[src/rtl/mic_pkg.sv]
// Shared definitions for the mic input path.
//   snr_evt_state_t : state encoding of the SNR voice-event detector
//   ON_DB_DEFAULT   : default signed dB level that starts an event
//   OFF_DB_DEFAULT  : default signed dB level that keeps an event alive
//   cnt_width()     : bits needed to hold a counter that reaches max_val
package mic_pkg;

    typedef enum logic [2:0] {
        IDLE    = 3'd0,
        ATTACK  = 3'd1,
        ACTIVE  = 3'd2,
        RELEASE = 3'd3,
        REPORT  = 3'd4
    } snr_evt_state_t;

    localparam int ON_DB_DEFAULT  = 12;
    localparam int OFF_DB_DEFAULT = 6;

    function automatic int cnt_width(input int max_val);
        return (max_val < 1) ? 1 : $clog2(max_val + 1);
    endfunction

endpackage

[src/rtl/sat_counter.sv]
// Saturating up-counter with synchronous clear and load.
// Priority: clr > load > inc. Increment stops at all-ones.
//   clk, reset  : clock, asynchronous active-high reset (count -> 0)
//   clr         : force count to 0
//   load        : load load_val
//   load_val    : value loaded when load is high
//   inc         : add one unless already saturated
//   count       : current value
module sat_counter #(
    parameter int W = 8
) (
    input  logic         clk,
    input  logic         reset,
    input  logic         clr,
    input  logic         load,
    input  logic [W-1:0] load_val,
    input  logic         inc,
    output logic [W-1:0] count
);

    always_ff @(posedge clk or posedge reset) begin
        if (reset) begin
            count <= '0;
        end else if (clr) begin
            count <= '0;
        end else if (load) begin
            count <= load_val;
        end else if (inc && (count != '1)) begin
            count <= count + W'(1);
        end
    end

endmodule

[src/rtl/snr_event_detector.sv]
// Voice-event detector sitting after the SNR calculator.
// Debounces the start of an event (ATTACK_N samples >= ON_DB), applies
// hysteresis with a hold-off (HOLD_N samples < OFF_DB) at the end, and
// emits one record {peak snr, peak rms, length} per completed event.
//
// Handshakes: a transfer happens on a rising clk edge where valid and ready
// are both high. Input side: in_valid/in_ready (in_ready drops only while a
// record is pending). Output side: ev_valid/ev_ready; the record is held
// stable while ev_valid is high and ev_ready is low.
//
// Ports:
//   clk, reset     : clock, asynchronous active-high reset
//   quiet_period   : calibration running; discards any event in progress
//   snr_db         : signed SNR sample (integer dB)
//   signal_rms     : unsigned short-term RMS sample
//   in_valid       : sample valid
//   in_ready       : sample accepted when in_valid & in_ready
//   voice_active   : high while in ACTIVE or RELEASE
//   ev_peak_snr    : record, max snr_db over counted event samples
//   ev_peak_rms    : record, max signal_rms over counted event samples
//   ev_len         : record, samples from ACTIVE entry to last >= OFF_DB
//   ev_valid       : record valid
//   ev_ready       : record consumed when ev_valid & ev_ready
//   state_dbg      : current FSM state, for observation only
module snr_event_detector
    import mic_pkg::*;
#(
    parameter int DATA_WIDTH = 16,
    parameter int SNR_WIDTH  = 16,
    parameter int LEN_WIDTH  = 16,
    parameter int ON_DB      = ON_DB_DEFAULT,
    parameter int OFF_DB     = OFF_DB_DEFAULT,
    parameter int ATTACK_N   = 4,
    parameter int HOLD_N     = 64
) (
    input  logic                         clk,
    input  logic                         reset,
    input  logic                         quiet_period,
    input  logic signed [SNR_WIDTH-1:0]  snr_db,
    input  logic        [DATA_WIDTH-1:0] signal_rms,
    input  logic                         in_valid,
    output logic                         in_ready,
    output logic                         voice_active,
    output logic signed [SNR_WIDTH-1:0]  ev_peak_snr,
    output logic        [DATA_WIDTH-1:0] ev_peak_rms,
    output logic        [LEN_WIDTH-1:0]  ev_len,
    output logic                         ev_valid,
    input  logic                         ev_ready,
    output snr_evt_state_t               state_dbg
);

    localparam int ATT_W  = cnt_width(ATTACK_N);
    localparam int HOLD_W = cnt_width(HOLD_N);
    localparam int SUM_W  = LEN_WIDTH + HOLD_W + 1;

    localparam logic signed [SNR_WIDTH-1:0] ON_TH  = SNR_WIDTH'(ON_DB);
    localparam logic signed [SNR_WIDTH-1:0] OFF_TH = SNR_WIDTH'(OFF_DB);
    localparam logic [ATT_W-1:0]     ATT_LAST  = ATT_W'(ATTACK_N - 1);
    localparam logic [HOLD_W-1:0]    HOLD_LAST = HOLD_W'(HOLD_N - 1);
    localparam logic [LEN_WIDTH-1:0] LEN_MAX   = '1;
    localparam logic [LEN_WIDTH-1:0] LEN_ONE   = LEN_WIDTH'(1);

    snr_evt_state_t state_q, state_d;

    logic accept;
    logic above_on, above_off;
    logic att_done, hold_done;

    logic att_clr, att_inc;
    logic hold_clr, hold_inc;
    logic len_clr, len_load, len_inc;
    logic peak_clr, peak_load, peak_upd;
    logic rec_load;

    logic [ATT_W-1:0]     att_cnt;
    logic [HOLD_W-1:0]    hold_cnt;
    logic [LEN_WIDTH-1:0] len_cnt;
    logic [LEN_WIDTH-1:0] len_load_val;
    logic [LEN_WIDTH-1:0] len_resume;
    logic [SUM_W-1:0]     len_sum;

    logic signed [SNR_WIDTH-1:0] peak_snr;
    logic        [DATA_WIDTH-1:0] peak_rms;

    assign accept    = in_valid & in_ready;
    assign above_on  = (snr_db >= ON_TH);
    assign above_off = (snr_db >= OFF_TH);
    // att_cnt is 0 in IDLE, so ATTACK_N==1 enters ACTIVE straight from IDLE.
    assign att_done  = (att_cnt == ATT_LAST);
    // hold_cnt is 0 in ACTIVE, so HOLD_N==1 reports on the first low sample.
    assign hold_done = (hold_cnt == HOLD_LAST);

    // Returning from RELEASE folds the bridged low samples plus the current
    // sample into the length, saturating at all-ones.
    assign len_sum      = SUM_W'(len_cnt) + SUM_W'(hold_cnt) + SUM_W'(1);
    assign len_resume   = (len_sum > SUM_W'(LEN_MAX)) ? LEN_MAX : len_sum[LEN_WIDTH-1:0];
    assign len_load_val = (state_q == RELEASE) ? len_resume : LEN_ONE;

    // State register
    always_ff @(posedge clk or posedge reset) begin
        if (reset) begin
            state_q <= IDLE;
        end else begin
            state_q <= state_d;
        end
    end

    // Next-state and datapath control
    always_comb begin
        state_d   = state_q;
        att_clr   = 1'b0;
        att_inc   = 1'b0;
        hold_clr  = 1'b0;
        hold_inc  = 1'b0;
        len_clr   = 1'b0;
        len_load  = 1'b0;
        len_inc   = 1'b0;
        peak_clr  = 1'b0;
        peak_load = 1'b0;
        peak_upd  = 1'b0;
        rec_load  = 1'b0;
        unique case (state_q)
            IDLE, ATTACK: begin
                if (accept) begin
                    if (quiet_period) begin
                        state_d = IDLE;
                        att_clr = 1'b1;
                    end else if (above_on) begin
                        if (att_done) begin
                            state_d   = ACTIVE;
                            att_clr   = 1'b1;
                            hold_clr  = 1'b1;
                            len_load  = 1'b1;
                            peak_load = 1'b1;
                        end else begin
                            state_d = ATTACK;
                            att_inc = 1'b1;
                        end
                    end else begin
                        state_d = IDLE;
                        att_clr = 1'b1;
                    end
                end
            end
            ACTIVE, RELEASE: begin
                if (accept) begin
                    if (quiet_period) begin
                        state_d  = IDLE;
                        hold_clr = 1'b1;
                        len_clr  = 1'b1;
                        peak_clr = 1'b1;
                    end else if (above_off) begin
                        state_d  = ACTIVE;
                        peak_upd = 1'b1;
                        if (state_q == RELEASE) begin
                            hold_clr = 1'b1;
                            len_load = 1'b1;
                        end else begin
                            len_inc = 1'b1;
                        end
                    end else begin
                        hold_inc = 1'b1;
                        if (hold_done) begin
                            state_d  = REPORT;
                            rec_load = 1'b1;
                        end else begin
                            state_d = RELEASE;
                        end
                    end
                end
            end
            REPORT: begin
                if (ev_ready) begin
                    state_d  = IDLE;
                    att_clr  = 1'b1;
                    hold_clr = 1'b1;
                    len_clr  = 1'b1;
                    peak_clr = 1'b1;
                end
            end
            default: begin
                state_d = IDLE;
            end
        endcase
    end

    // Outputs decoded from the state register
    always_comb begin
        voice_active = (state_q == ACTIVE) || (state_q == RELEASE);
        ev_valid     = (state_q == REPORT);
        in_ready     = (state_q != REPORT);
        state_dbg    = state_q;
    end

    sat_counter #(.W(ATT_W)) u_att_cnt (
        .clk      (clk),
        .reset    (reset),
        .clr      (att_clr),
        .load     (1'b0),
        .load_val ('0),
        .inc      (att_inc),
        .count    (att_cnt)
    );

    sat_counter #(.W(HOLD_W)) u_hold_cnt (
        .clk      (clk),
        .reset    (reset),
        .clr      (hold_clr),
        .load     (1'b0),
        .load_val ('0),
        .inc      (hold_inc),
        .count    (hold_cnt)
    );

    sat_counter #(.W(LEN_WIDTH)) u_len_cnt (
        .clk      (clk),
        .reset    (reset),
        .clr      (len_clr),
        .load     (len_load),
        .load_val (len_load_val),
        .inc      (len_inc),
        .count    (len_cnt)
    );

    // Running peaks and the record registers
    always_ff @(posedge clk or posedge reset) begin
        if (reset) begin
            peak_snr    <= '0;
            peak_rms    <= '0;
            ev_peak_snr <= '0;
            ev_peak_rms <= '0;
            ev_len      <= '0;
        end else begin
            if (peak_clr) begin
                peak_snr <= '0;
                peak_rms <= '0;
            end else if (peak_load) begin
                peak_snr <= snr_db;
                peak_rms <= signal_rms;
            end else if (peak_upd) begin
                if (snr_db > peak_snr) begin
                    peak_snr <= snr_db;
                end
                if (signal_rms > peak_rms) begin
                    peak_rms <= signal_rms;
                end
            end
            // Low samples never touch the peaks or len, so the live values
            // are already the final record when the hold expires.
            if (rec_load) begin
                ev_peak_snr <= peak_snr;
                ev_peak_rms <= peak_rms;
                ev_len      <= len_cnt;
            end
        end
    end

endmodule

[config.mk]
export PLATFORM = sky130hd
export DESIGN_NAME = snr_event_detector
export DESIGN_NICKNAME = d
export VERILOG_FILES = /design/src/rtl/mic_pkg.sv /design/src/rtl/sat_counter.sv /design/src/rtl/snr_event_detector.sv
export SDC_FILE = /design/constraint.sdc
export NUM_CORES = 1
export LEC_CHECK = 0
export CORE_MARGIN = 1
export CORE_UTILIZATION = 60
export CTS_CLUSTER_DIAMETER = 50
export DETAILED_ROUTE_END_ITERATION = 8
export MAX_ROUTING_LAYER = met4
export PLACE_DENSITY = 0.95
export SLEW_MARGIN = 30
export SYNTH_ARGS = -nofsm -noshare
export SYNTH_HDL_FRONTEND = slang
export SYNTH_SLANG_ARGS = --single-unit
export TNS_END_PERCENT = 20
[constraint.sdc]
create_clock -name clk -period 6.1 [get_ports clk]
set_input_delay 1.22 -clock clk [delete_from_list [all_inputs] [get_ports clk]]
set_output_delay 1.22 -clock clk [all_outputs]
set_load 0.005 [all_outputs]
==> impl_metrics.yaml, run 1 <==
route:
  first_iter_violations: 453
  wl_per_cell_um: 18.1
  avgViaCountPerCell: 6.39
  drt-total-wl_um: 16000
  num_vias: 5644
  drt_drc_violations_left: 0
  first_pass_iters: 7
  postRouteAntennaNets: 0
clock_network:
  hold_buffers: 0
  htree_levels: 3
  clk_latency_ns: 0.39
  cts_buffers: 9
  cts_tree: "built"
  cts_setup_buffers: 0
  cts.clk_slew.worst_paths_ns: 0.09
  cts-resized-gates: 0
  cts_sinks: 109
  root_buffer: "clkbuf_8"
  cts_buffer_depth: 2
global_route:
  grt_overflow: 0
  grt_util_all_layers: 0.309
  grt_start_max_net_pins: 82
  grt_pass1_wl_um: 26500
  grt_pass1_vias: 5511
  grt_antenna_before_repair: 0
setup_path:
  ff2ff_setup_slack_ns: 3.17
  worstSetupPathType: "in -> reg"
  worstPathMaxFanout: 14
  timing.rr.end: "u_len_cnt.count[14]"
  rr_worst_depth: 10
  crit_path_end: "u_len_cnt.count[2]"
  required_ns: 6.41
  cp-startpoint: "snr_db[4]"
  cp-end-kind: "flop"
  r2r_start: "u_len_cnt.count[0]"
  startpoint_type: "primary input"
  arrival_ns: 4.10
die:
  start_util: 0.618
  die_area_sq_um: 11100
  die_y_um: 105
  io_pins: 91
  fp.dieW_um: 105
  coreArea_sq_um: 10300
  rows: 37
power:
  p_per_area_nw_per_um2: 173
  p_leak_uw: 0.00337
  ir_worst_vdd_uv: 119
sta:
  rsz0062_at_grt: "no"
  period_needed_ns: 3.79
  max_freq_ghz: 0.264
  setup-tns-final_ns: 0
  hold_viol_final: 0
  final.period_utilization: 0.621
  slew_viol_final: 0
  max-slew-margin-rel: 0.321
  worst_slew_pin_slew_ns: 1.01
  setup-violations-final: 0
  skew_ns: 0.0173
  hold_ws_ns: 0.493
synth:
  syn_area_sq_um: 6380
  synth_edf_count: 0
  ys_ff_latch: 109
  ys_async_sr_fraction: 1.00
  ys_warn_count: 0
  postSynthAreaPerCell_sq_um: 9.54
  ys_seq_area_frac: 0.427
  synth.distinct_cells: 72
  syn_inst: 669
  synth_flop_cell: "dfrtp_1"
  syn-num-nets: 751
layout:
  area.growth.synth_to_final_pct: 17.9
  nets: 824
  antenna_cells: 0
  layout-drive-gt1-share: 0.0776
placed_design:
  gp_congestion: 0.919
  hpwl_um: 11600
  port-buffer-count: 90
status:
  status: "finished, final reports clean"
min_path:
  hold_class: "reg -> reg"
run:
  drv_cap: 0
logic make-up (layout without fill, tap and decap cells):
logic type	Yosys count	after routing	synth area share
xor+xnor	13	13	0.0178
buf+inv	81	159	0.0553
flops	109	109	0.427
mux	33	33	0.0543
fa+ha+maj	45	45	0.0894
simple gates	227	227	0.192
compound gates	161	161	0.164
where the power goes:
group / switching [uW] / internal (uW) / total (uW) / leakage, uW
combinational: 69.6 / 55.5 / 125 / 0.00185
clock: 261 / 175 / 436 / 0.0000937
sequential: 9.34 / 732 / 742 / 0.00142
total: 340 / 963 / 1300 / 0.00337
layer usage:
layer	routed length, um	global-route usage	share of wire	vias to the layer above
met5	0	-	0	-
met4	429	0.133	0.027	0
met3	1070	0.0405	0.067	53
met2	7790	0.493	0.49	285
met1	6690	0.397	0.42	2746
li1	-	-	-	2560
placed cells by master (no fill, tap or decap), types with 4 or more instances in the layout:
master,instances
inv_1,46
nand4_1,28
nor2_1,28
mux2i_1,20
nand3_1,21
a31oi_1,7
ha_1,44
nand2_1,84
and3_1,6
xor2_1,7
dfrtp_1,109
a21oi_1,18
o21ai_0,78
clkdlybuf4s50_1,90
and4_1,5
a21o_1,7
mux2_2,13
nor3_1,13
o22ai_1,4
a211oi_1,5
buf_4,5
nor2b_1,5
clkbuf_8,11
o311ai_0,5
or3_1,5
xnor2_1,6
o211ai_1,8
cells in the mapped netlist (9+ instances only):
cell / instances / area share
o21ai_0: 78 / 0.061
nor2_1: 28 / 0.016
inv_1: 47 / 0.028
dfrtp_1: 109 / 0.43
ha_1: 44 / 0.086
nor3_1: 14 / 0.011
nand4_1: 28 / 0.027
buf_2: 9 / 0.0071
clkbuf_1: 17 / 0.010
mux2_2: 13 / 0.023
a21oi_1: 18 / 0.014
mux2i_1: 20 / 0.031
nand2_1: 84 / 0.049
nand3_1: 22 / 0.017
layout make-up:
cell class              count  area [sq um]
clock buffers              11           151
multi-input cells         479          3310
flip-flops and latches    109          2730
well taps                 136           170
fillers                   702          2800
clock inverters             5          43.8
inverters                  48           183
repair buffers             95           938
through the flow:
stage / worst slack, ns / power, uW / cell area (sq um) / util / instances
6_report: 2.31 / 1300 / 7530 / 0.729 / 883
5_1_grt: 2.17 / 1340 / 7530 / 0.729 / 883
4_1_cts: 2.38 / 1300 / 7530 / 0.729 / 883
3_5_place_dp: 1.97 / 879 / 7330 / 0.710 / 867
3_3_place_gp: 2.11 / 872 / 7330 / 0.710 / 867
2_1_floorplan: 2.01 / 822 / 6380 / - / 669
state kept, by name, indices dropped and copies added, names as in the netlist:
name and count:
u_hold_cnt.count 7, ev_len 16, u_len_cnt.count 16, state_dbg 3, peak_rms 16, u_att_cnt.count 3, ev_peak_snr 16, ev_peak_rms 16
peak_snr 16
worst min-delay path by stage:
stage	from	to	slack [ns]	depth (start not counted)
after floorplan	ev_len[0]	ev_len[0]	0.47	2
after global placement	ev_peak_rms[10]	ev_peak_rms[10]	0.46	2
after detailed placement	ev_peak_snr[5]	ev_peak_snr[5]	0.47	2
after CTS	ev_peak_rms[13]	ev_peak_rms[13]	0.50	2
after global routing	ev_len[10]	ev_len[10]	0.52	1
final	ev_len[3]	ev_len[3]	0.49	2
critical path, stage by stage:
cell and delay [ns]:
clkdlybuf4s50_1 0.47, nor4_2 0.39, and4_1 0.53, or3_1 0.56, nand3_1 0.47, o21ai_0 0.30
a22o_1 0.17
(Power assumes the default switching activity.)
==> run 2, diff against run 1 <==
--- a/config.mk
+++ b/config.mk
@@ -6,11 +6,11 @@
 export NUM_CORES = 1
 export LEC_CHECK = 0
 export CORE_MARGIN = 1
-export CORE_UTILIZATION = 60
+export CORE_UTILIZATION = 50
 export CTS_CLUSTER_DIAMETER = 50
 export DETAILED_ROUTE_END_ITERATION = 8
 export MAX_ROUTING_LAYER = met4
-export PLACE_DENSITY = 0.95
+export PLACE_DENSITY = 0.87
 export SLEW_MARGIN = 30
 export SYNTH_ARGS = -nofsm -noshare
 export SYNTH_HDL_FRONTEND = slang
==> constraint.sdc (replaced) <==
create_clock -name clk -period 3.37 [get_ports clk]
set_input_delay 0.674 -clock clk [delete_from_list [all_inputs] [get_ports clk]]
set_output_delay 0.674 -clock clk [all_outputs]
set_load 0.005 [all_outputs]
==> impl_metrics.yaml, run 2 (synthesized netlist as in run 1, its figures left out) <==
status:
  status: "finished, final reports clean"
layout:
  final_cell_mix: "dfrtp_1 (109), clkdlybuf4s50_1 (90), nand2_1 (84), o21ai_0 (78), inv_1 (46)"
  fin_area_sq_um: 7820
  layout_commonest_cell: "dfrtp_1"
  antenna_cells: 0
  area.growth.synth_to_final_pct: 22.5
  nets: 840
  nFillCells: 1020
  layout-drive-gt1-share: 0.0970
placed_design:
  gp_congestion: 0.923
  port-buffer-count: 90
  dpl-instance-area_sq_um: 7530
  hpwl_um: 12000
sta:
  rsz0062_at_grt: "no"
  max_freq_ghz: 0.331
  period_needed_ns: 3.03
  skew_ns: 0.0129
  hold_viol_final: 0
  final.period_utilization: 0.898
  max-slew-margin-rel: 0.498
  setup-violations-final: 0
  worst_slew_pin_slew_ns: 0.745
  slew_viol_final: 0
  setup-tns-final_ns: 0
global_route:
  grt_start_max_net_pins: 110
  grt_pass1_vias: 5545
  grt_util_all_layers: 0.273
  grt_pass1_wl_um: 27400
  grt_antenna_before_repair: 0
  grt_overflow: 0
clock_network:
  cts_tree: "built"
  cts_sinks: 109
  cts_setup_buffers: 0
  htree_levels: 3
  clk_latency_ns: 0.36
  cts-resized-gates: 0
  root_buffer: "clkbuf_16"
  cts_buffers: 9
  cts_buffer_depth: 2
  cts.clk_slew.worst_paths_ns: 0.07
  hold_buffers: 0
power:
  swShare: 0.252
  comb_power_share: 0.089
  power.internal_uw: 1960
  p_per_area_nw_per_um2: 336
  p_leak_uw: 0.00350
  ir_worst_vdd_uv: 458
  switchingPower_uw: 662
  p_seq_frac: 0.511
  p_clk_frac: 0.400
route:
  avgViaCountPerCell: 5.92
  first_iter_violations: 520
  drt_drc_violations_left: 0
  first_pass_iters: 5
  drt-total-wl_um: 16400
  num_vias: 5511
  wl_per_cell_um: 17.7
  postRouteAntennaNets: 0
min_path:
  hold_class: "reg -> reg"
run:
  drv_cap: 0
setup_path:
  worstPathCellList: "clkdlybuf4s50_1 -> ha_1 -> a21oi_1 -> o22ai_1 -> o31a_1 -> o41ai_2 -> buf_4 -> nand3_1 -> a21boi_0"
  max_stage_delay_ns: 0.61
  worstPathMaxFanout: 8
  cp-end-kind: "flop"
  crit_family: "compound AO/OA/AOI/OAI gates"
  cp_slowest_cell: "o41ai_2"
  crit_buf_inv: 2
  arrival_ns: 3.29
  worstSetupPathType: "in -> reg"
  startpoint_type: "primary input"
  required_ns: 3.64
die:
  start_util: 0.523
  coreArea_sq_um: 12200
  die_y_um: 115
  rows: 40
  fp.dieW_um: 115
  die_area_sq_um: 13200
  io_pins: 91
[run 2: path summary, 6_finish.rpt]
| path | startpoint | endpoint | slack, ns | depth (start not counted) |
|---|---|---|---|---|
| worst max-delay path | snr_db[11] | peak_snr[3] | 0.34 | 9 |
| max in group asynchronous | reset | ev_peak_snr[14] | 2.09 | 3 |
| min in group asynchronous | reset | peak_rms[11] | 0.80 | 3 |
| worst max register to register | u_len_cnt.count[0] | u_len_cnt.count[14] | 0.39 | 10 |
| worst min register to register | ev_peak_rms[5] | ev_peak_rms[5] | 0.48 | 2 |
| worst min-delay path | ev_peak_rms[5] | ev_peak_rms[5] | 0.48 | 2 |
[run 2: worst reg2reg max path, cell delays in order (launching register included)]
cell and delay (ns):
dfrtp_1 0.42, inv_1 0.15, ha_1 0.20, inv_1 0.06, fa_1 0.43, a211oi_1 0.38
o21bai_1 0.23, nand4_1 0.45, a21oi_1 0.14, o21a_1 0.21, a41o_1 0.20
[run 2: layout make-up]
type	count	area [sq um]	area share
multi-input combinational	479	3310	0.424
sequential	109	2730	0.349
timing repair buffer	111	1100	0.140
clock buffer	10	239	0.0306
tap	168	210	0.0269
inverter	48	184	0.0235
clock inverter	6	52.6	0.00672
[run 2: through the flow]
stage	std cells	util	total power, uW	hold WS [ns]	setup slack (ns)
detailed placement	915	0.617	1600	0.469	0.0802
global placement	915	0.617	1590	0.460	0.186
CTS	931	0.641	2640	0.485	0.437
floorplan	669	-	1490	0.473	0.867
global route	931	0.641	2720	0.511	0.172
finish	931	0.641	2630	0.476	0.345
[run 2: power groups by stage]
stage | combinational [uW] | sequential, uW | clock [uW]
finish | 233 | 1340 | 1050
floorplan | 125 | 1360 | 0
global placement | 219 | 1370 | 0
detailed placement | 231 | 1370 | 0
CTS | 234 | 1340 | 1070
global route | 261 | 1340 | 1120
[run 2: metal layers]
metal  up-vias  GRT usage  part of all wire
li1       2597          -                 -
met1      2682      0.353              0.45
met2       204      0.431              0.48
met3        28     0.0527             0.058
met4         0     0.0909             0.018
met5         -          -                 0
